===== src/rtl/spi_ecc_regbank.sv =====
// SPI-slave register bank feeding a WIDTH-bit ECC point-multiply core.
// SPI is oversampled in clk; burst access with auto-incrementing address.
module spi_ecc_regbank #(
    parameter int WIDTH       = 128,
    parameter int N_IN        = 4,
    parameter int N_OUT       = 2,
    parameter int SYNC_STAGES = 2
) (
    input  logic                   clk,
    input  logic                   rst_n,
    input  logic                   spi_sclk,
    input  logic                   spi_mosi,
    input  logic                   spi_cs_n,
    output logic                   spi_miso,
    output logic [N_IN*WIDTH-1:0]  core_din,
    output logic                   core_start,
    input  logic [N_OUT*WIDTH-1:0] core_dout,
    input  logic                   core_done,
    output logic                   done_gpio,
    output logic                   busy_gpio
);
    localparam int BYTES = WIDTH / 8;
    localparam int IN_B  = N_IN * BYTES;
    localparam int RES_B = N_OUT * BYTES;
    localparam logic [6:0] CTRL = 7'h7E;
    localparam logic [6:0] STAT = 7'h7F;

    if ((WIDTH % 8) != 0 || SYNC_STAGES < 2 || IN_B + RES_B > 126) begin : g_chk
        $error("spi_ecc_regbank: illegal parameter combination");
    end

    typedef enum logic [1:0] {IDLE, CMD, DATA} state_t;

    logic [SYNC_STAGES-1:0] sclk_q, mosi_q, cs_q;
    logic                   rise, fall, mosi_s, cs_s;

    state_t     state;
    logic       rw;
    logic [6:0] addr;
    logic [2:0] bit_cnt;
    logic [7:0] rx, tx;

    logic [N_IN*WIDTH-1:0]  din_q;
    logic [N_OUT*WIDTH-1:0] res_q;
    logic                   busy, done, err, start_q;

    logic [7:0] rx_byte, rd_byte;
    logic       byte_end, wr_fire, wr_in, wr_ctl;
    logic       start_req, start_ok, err_evt, done_evt;

    always_ff @(posedge clk or negedge rst_n) begin
        if (!rst_n) begin
            sclk_q <= '0;
            mosi_q <= '0;
            cs_q   <= '1;
        end else begin
            sclk_q <= {sclk_q[SYNC_STAGES-2:0], spi_sclk};
            mosi_q <= {mosi_q[SYNC_STAGES-2:0], spi_mosi};
            cs_q   <= {cs_q[SYNC_STAGES-2:0], spi_cs_n};
        end
    end

    assign rise   = sclk_q[SYNC_STAGES-2] & ~sclk_q[SYNC_STAGES-1];
    assign fall   = ~sclk_q[SYNC_STAGES-2] & sclk_q[SYNC_STAGES-1];
    assign mosi_s = mosi_q[SYNC_STAGES-1];
    assign cs_s   = cs_q[SYNC_STAGES-1];

    assign rx_byte   = {rx[6:0], mosi_s};
    assign byte_end  = ~cs_s & rise & (bit_cnt == 3'd7);
    assign wr_fire   = byte_end & (state == DATA) & ~rw;
    assign wr_in     = wr_fire & (int'(addr) < IN_B);
    assign wr_ctl    = wr_fire & (addr == CTRL);
    assign start_req = wr_ctl & rx_byte[0];
    assign start_ok  = start_req & ~busy;
    assign err_evt   = busy & (wr_in | start_req);
    assign done_evt  = core_done & busy;

    always_comb begin
        rd_byte = '0;
        for (int i = 0; i < IN_B; i++)
            if (addr == 7'(i)) rd_byte = din_q[i*8 +: 8];
        for (int i = 0; i < RES_B; i++)
            if (addr == 7'(IN_B + i)) rd_byte = res_q[i*8 +: 8];
        if (addr == STAT) rd_byte = {5'b0, err, done, busy};
    end

    // First completed byte after cs_n falls is the command, the rest are data.
    always_ff @(posedge clk or negedge rst_n) begin
        if (!rst_n) begin
            state   <= IDLE;
            rw      <= 1'b0;
            addr    <= '0;
            bit_cnt <= '0;
            rx      <= '0;
            tx      <= '0;
        end else if (cs_s) begin
            state   <= IDLE;
            bit_cnt <= '0;
            rx      <= '0;
            tx      <= '0;
        end else begin
            if (state == IDLE) state <= CMD;
            if (rise) begin
                rx      <= rx_byte;
                bit_cnt <= bit_cnt + 3'd1;
                if (bit_cnt == 3'd7) begin
                    if (state == DATA) begin
                        addr <= addr + 7'd1;
                    end else begin
                        rw    <= rx_byte[7];
                        addr  <= rx_byte[6:0];
                        state <= DATA;
                    end
                end
            end
            if (fall && state == DATA && rw)
                tx <= (bit_cnt == 3'd0) ? rd_byte : {tx[6:0], 1'b0};
        end
    end

    always_ff @(posedge clk or negedge rst_n) begin
        if (!rst_n) begin
            din_q   <= '0;
            res_q   <= '0;
            busy    <= 1'b0;
            done    <= 1'b0;
            err     <= 1'b0;
            start_q <= 1'b0;
        end else begin
            start_q <= start_ok;
            // Operands are frozen while the core is computing.
            for (int i = 0; i < IN_B; i++)
                if (wr_in && !busy && addr == 7'(i))
                    din_q[i*8 +: 8] <= rx_byte;
            if (done_evt) begin
                res_q <= core_dout;
                busy  <= 1'b0;
                done  <= 1'b1;
            end else if (start_ok) begin
                busy <= 1'b1;
                done <= 1'b0;
            end else if (wr_ctl && rx_byte[1]) begin
                done <= 1'b0;
            end
            if (err_evt) err <= 1'b1;
            else if (wr_ctl && rx_byte[2]) err <= 1'b0;
        end
    end

    assign core_din   = din_q;
    assign core_start = start_q;
    assign done_gpio  = done;
    assign busy_gpio  = busy;
    assign spi_miso   = tx[7] & ~spi_cs_n;

endmodule


===== config.mk =====
export PLATFORM = sky130hd
export DESIGN_NAME = spi_ecc_regbank
export DESIGN_NICKNAME = d
export VERILOG_FILES = /design/src/rtl/spi_ecc_regbank.sv
export SDC_FILE = /design/constraint.sdc
export NUM_CORES = 2
export LEC_CHECK = 0
export CORE_AREA = 2 2 354 391
export DETAILED_ROUTE_END_ITERATION = 6
export DIE_AREA = 0 0 356 393
export GPL_ROUTABILITY_DRIVEN = 1
export GPL_TIMING_DRIVEN = 0
export PLACE_DENSITY = 0.6
export SLEW_MARGIN = 15
export SYNTH_ARGS = -nofsm -noshare
export SYNTH_HDL_FRONTEND = slang
export SYNTH_SLANG_ARGS = --single-unit

===== constraint.sdc =====
create_clock -name clk -period 5.29 [get_ports clk]
set_clock_uncertainty 0.2 [all_clocks]
set_input_delay 0.7935 -clock clk [delete_from_list [all_inputs] [get_ports clk]]
set_output_delay 0.7935 -clock clk [all_outputs]
set_load 0.1 [all_outputs]

# Yosys cells after proc, flatten, opt, wreduce, memory -nomap -nowiden
# Index checks and enable logic that the tools add are counted.
[classes] addsub=2 n_lt_le_gt_ge=1 eq_ne=99 n_mux=117 bitwise=21 reduce_logical=80
[ops] op="$mux W8" count=100
[ops] op="$eq A7 B7 Y1 const B" count=34
[ops] op="$eq A7 B6 Y1 const B" count=32
[ops] op="$eq A7 B5 Y1 const B" count=16
[ops] op="$logic_and A1 B1 Y1" count=69
[ops] op="$eq A7 B4 Y1 const B" count=8
[ops] op="$eq A7 B3 Y1 const B" count=4
[ops] op="$mux W7" count=3
[ops] op="$eq A7 B2 Y1 const B" count=2
[ops] op="$and A1 B1 Y1" count=13
[ops] op="$mux W2" count=5
[ops] op="$reduce_bool A2 Y1" count=4
[ops] op="$add A7 B1 Y7 const B" count=1
[ops] op="$eq A7 B1 Y1 const B" count=1
[ops] op="$logic_not A7 Y1" count=1
[ops] op="$lt A7 B7 Y1 const B" count=1
[ops] op="$mux W1" count=7
[ops] op="$not A1 Y1" count=7
[ops] op="$mux W3" count=2
[ops] op="$reduce_and A4 Y1" count=1
[ops] op="$add A3 B1 Y3 const B" count=1
[ops] op="$eq A3 B3 Y1 const B" count=1
[ops] op="$logic_not A3 Y1" count=1
[ops] op="$reduce_and A3 Y1" count=1
[ops] op="5 further kinds" count=5
[totals] ff_bits=806 wordCells=398

# Depth between registers and ports, before layout
[depth] ltp_word=101 depth_mapped=13 depth_no_buf=10

# Least setup slack after synthesis
# Ideal clock, no wire load.
[synth_path] kind="input port to output port" startpoint="input port spi_cs_n" endpoint="output port spi_miso" arrival_time_ns=2.129 path_slack_ns=2.168 stages=1 path_cell_list="nor2b_1"
[synth_via] elab_chain_cells=2
[synth_lines] item="from (decl)" line="13" text="input logic spi_cs_n,"
[synth_lines] item="$not A1 Y1" line="154" text="assign spi_miso = tx[7] & ~spi_cs_n;"
[synth_lines] item="$and A1 B1 Y1" line="154"
[synth_lines] item="to (decl)" line="14" text="output logic spi_miso,"
# Every way passes these cells.

# Worst setup path in the final report
[layout_path] startpoint="register addr[2]" endpoint="register tx[6]"
[layout_via] elab_chain_cells=101 word_cells_on_any_way=197 cone_classes="eq/ne: 96; mux: 100; reduce/logical: 1"
[layout_lines] item="from (decl)" line="39" text="logic [6:0] addr;"
[layout_lines] item="from (signal assigned)" line="108" text="addr <= addr + 7'd1;"
[layout_lines] item="from (signal assigned)" line="111" text="addr <= rx_byte[6:0];"
[layout_lines] item="$logic_not A7 Y1" line="81" text="if (addr == 7'(i)) rd_byte = din_q[i*8 +: 8];"
[layout_lines] item="$mux W8 (64 in a row)" line="81"
[layout_lines] item="$mux W8 (32 in a row)" line="83" text="if (addr == 7'(IN_B + i)) rd_byte = res_q[i*8 +: 8];"
[layout_lines] item="$mux W8 (*)" line="84" text="if (addr == STAT) rd_byte = {5'b0, err, done, busy};"
[layout_lines] item="$mux W8 (*)" line="117" text="tx <= (bit_cnt == 3'd0) ? rd_byte : {tx[6:0], 1'b0};"
[layout_lines] item="$mux W8 (*)" line="116" text="if (fall && state == DATA && rw)"
[layout_lines] item="$mux W8 (*)" line="96" text="end else if (cs_s) begin"
[layout_lines] item="to (signal assigned)" line="117"
[layout_lines] item="to (decl)" line="41" text="logic [7:0] rx, tx;"
# Every way passes the cells marked *; elsewhere a longest branch is shown, timed or not. The select of a mux whose other input is x is not followed.
# A chain may end at the register's enable or synchronous reset.

==> results.txt <==
- Clock-pin slew was measured on the worst setup and hold paths at 0.07 ns.
- Post-synthesis cell area: 0.0406 mm2
- Synth Warn #: 0
* Synthesized instance count: 3586
- The floorplan has approximately 140 rows.
- Total global routing overflow: 0
- DRC Markers: 0
- In this run the horizontal extent of the chip is between 300 and 400 um.
- Detail-routed net length per standard cell: 37.1 um
- Of all nets on the critical path, the largest fanout is 10.
- The number of nets in the synthesized netlist is 3855.
* Final max-slew violation count: 0
- The critical path is of the reg -> reg type.
- H-tree Lvls: 3
- The number of setup buffers added after CTS is 0.
- The worst-case IR drop observed on VDD is 272 uV.
- Of the post-synthesis cell area, the dominant cell type holds 0.496.
- In the synthesized netlist the dominant register cell turns out to be sky130_fd_sc_hd__dfrtp_1.
* Layout cells sized above 1: 0.253
* Area delta synth->final: 33.8%
- The signal on the critical path passes through buf_4 -> buf_2 -> and2b_1 -> buf_2 -> buf_4 -> nand2_1 -> nand3_1 -> a31oi_1 -> a2111oi_0 -> o2111ai_1 -> nor3_1 -> a211oi_1.
* Peak Freq: 184 MHz
- Die area: ~0.14 mm2
* FFs w/ async S/R, synth: 1.00
* Inserted Clock Buffers: 95
* Type of element capturing the critical path: flop
* Global-route wire length before repair: 318000 um
* RSZ-0062 raised after global routing: false
* Class of the most critical hold timing path: reg -> reg
- Overall power consumption after layout is estimated at about 14000 uW.
- For this design the top-level I/O count stands at 778.
* Worst Slack Setup Final: -0.151 ns
- Average footprint of a synthesized cell: 11.3 um2
- Synth unique cells: 101
- Sequential element share of the synthesized area: 0.497
- Entering global routing, the biggest net connects ~110 pins.
* Leading cell types by total area after synthesis: sky130_fd_sc_hd__dfrtp_1, sky130_fd_sc_hd__mux2_2, sky130_fd_sc_hd__nand2_1
* Total routing usage reported by global routing: 0.328
* Sort of element at the start of the critical path: flop
- Setup violations remaining at the end of the flow were counted as 1.
- Effective utilization at floorplan: 0.299
* Initial DRC Count: 4159
* Most common cell in the synthesized netlist: sky130_fd_sc_hd__dfrtp_1
* Cell area power density: roughly 250 mW/mm2
- Counting both buffers and inverters, the worst setup path holds a total of 4.
- The worst path in the final design needs a cycle of approximately 5.4 ns, including I/O delays and setup.
* Post-synthesis sequential element count: 806
- The final layout contains 4742 nets.
* Pre-CTS setup slack: -0.545 ns
- The die is ~390 um tall.
- Core area: approximately 0.14 mm2
- Clock tree synthesis found a total of 806 sinks.
- The wire-length estimate of the detail-placed layout is 183000 um.
- Data required time of the critical path: 5.65 ns
- Violated checks: setup timing
* Root buffer selected by CTS: sky130_fd_sc_hd__clkbuf_16
- The count of buffers added on input and output ports is 777.
- Leading area contributor after synthesis: sky130_fd_sc_hd__dfrtp_1
* Drt total wl: 236000 um
* Status: complete, but fails checks
* Data arrival at the endpoint of the critical path: 5.80 ns
* Most used standard cells in the synthesized netlist: sky130_fd_sc_hd__dfrtp_1, sky130_fd_sc_hd__mux2_2, sky130_fd_sc_hd__nand2_1
- Routability-driven placement finished with a final weighted congestion of 0.976.
- The number of global-route vias before repair was 37600.
* Worst hold margin: 0.140 ns
* Cell class contributing the biggest share of worst-path delay: compound AO/OA/AOI/OAI gates
- In the routed layout, each cell is associated on average with a via count of 5.96.
- In this run, synthesis inferred 0 flip-flops with an integrated enable.
- The total count of hold-check failures in the final report was 0.
- For this design, the slowest cell found on the critical path is sky130_fd_sc_hd__a2111oi_0.
* Total iterations of the first detailed-routing run: 6
- The worst pin sits at a relative slew slack of 0.106.
* Number of buffers on the longest clock path: 3
- Initial antenna violation count: 12
- Clock latency at the later pin of the worst-skew pair: 0.76 ns
- For the final routed database, the setup TNS stands at -0.151 ns.
- Worst slew pin tran: 1.34 ns
- Vias: 37800
* Final critical-path share of the clock period: 1.03
* Setup slack on the worst flop-to-flop path: -0.15 ns
- The count of nets left with antenna violations once routing finished came out at 0.
- Summed over all cells, the static leakage comes to 0.0246 uW.
- TritonCTS clock tree: done
- For this run, the slowest stage of the critical path takes 0.97 ns.
- Max-Cap Viols: 0
## where the power goes
| group | internal, uW | total (uW) | switching, uW |
|---|---|---|---|
| Combinational | 201 | 454 | 253 |
| Clock | 4240 | 7200 | 2960 |
| Sequential | 6170 | 6170 | 4.94 |
| Total | 10600 | 13800 | 3220 |
## through the flow
| step | instance area, um2 | std cells | utilization |
|---|---|---|---|
| floorplan | 40600 | 3586 | - |
| global placement | 50600 | 6163 | 0.373 |
| detailed placement | 50900 | 6175 | 0.375 |
| CTS | 54300 | 6350 | 0.400 |
| global route | 54300 | 6350 | 0.400 |
| finish | 54300 | 6352 | 0.400 |
## flip-flops by register name, indices dropped and copies added, names as in the netlist, 3 cells and up
register	cells
res_q	256
core_din	512
bit_cnt	3
tx	8
addr	7
rx	7
## final cells by class
class                   instances  area [um2]
inverters                      11        41.3
clock buffers                 129        2680
diodes                          2        5.00
flip-flops and latches        806       20200
multi-input cells            2537       19400
clock inverters                45         658
well taps                    1800        2250
plain buffers                 232        1100
fillers                     13400       81400
repair buffers                790        7990
## worst paths after layout
check	from	endpoint	depth (start not counted)
max in group asynchronous	rst_n	core_din[226]	5
max reg2reg	addr[2]	tx[6]	12
min	mosi_q[0]	mosi_q[1]	0
max	addr[2]	tx[6]	12
min in group asynchronous	rst_n	res_q[65]	2
min reg2reg	mosi_q[0]	mosi_q[1]	0
## cells in the final DEF, fill, tap and decap left out, drive strengths merged, types with 11 or more instances in the layout
| cell type | netlist | layout |
|---|---|---|
| dfrtp | 804 | 804 |
| mux2 | 766 | 766 |
| clkdlybuf4s50 | 0 | 762 |
| nor2 | 281 | 281 |
| nand2 | 278 | 278 |
| clkbuf | 129 | 261 |
| o21ai | 133 | 133 |
| a21oi | 130 | 130 |
| buf | 103 | 127 |
| nand3 | 123 | 123 |
| nor3 | 84 | 84 |
| o22ai | 70 | 70 |
| a221oi | 49 | 49 |
| o221ai | 37 | 37 |
| a31oi | 36 | 36 |
| nand4 | 33 | 33 |
| a22oi | 32 | 32 |
| nor4 | 32 | 32 |
| and3 | 31 | 31 |
| o2111ai | 31 | 31 |
| a2111oi | 31 | 31 |
| or3 | 28 | 28 |
| a211oi | 27 | 27 |
| o211ai | 23 | 23 |
| a221o | 19 | 19 |
| inv | 11 | 19 |
| nand2b | 16 | 16 |
| bufinv | 0 | 14 |
| or4 | 13 | 13 |
| o21a | 12 | 12 |
| a211o | 12 | 12 |
| o221a | 12 | 12 |
| nand4bb | 12 | 12 |
| clkinv | 0 | 12 |
| nor2b | 11 | 11 |
| clkinvlp | 0 | 11 |
| o31ai | 11 | 11 |
## layer usage
layer / global-route usage / routed length, um / up-vias
met1: 0.389 / 89300 / 19600
met5: 0.00702 / 182 / -
met4: 0.173 / 14500 / 8
met2: 0.525 / 109000 / 2295
li1: - / - / 15400
met3: 0.109 / 23300 / 542
## logic make-up (layout without fill, tap and decap cells)
| kind of cell | count (synthesis) | after routing | share of synthesized area |
|---|---|---|---|
| and+or+nand+nor | 1013 | 1013 | 0.130 |
| other | 0 | 2 | 0 |
| adders and majority gates | 7 | 7 | 0.00216 |
| buffers and inverters | 243 | 1207 | 0.0275 |
| AOI/OAI and AO/OA | 750 | 750 | 0.131 |
| DFF | 806 | 806 | 0.497 |
| xor gates and xnor gates | 1 | 1 | 0.000216 |
| muxes | 766 | 766 | 0.212 |
## what timing repair did
item,4_1_cts,5_1_grt
endpoints found under the setup margin,7,6
hold buffers,1,0
endpoints found under the hold margin,89,0
gates resized for setup,15,8
(Power assumes the default switching activity.)
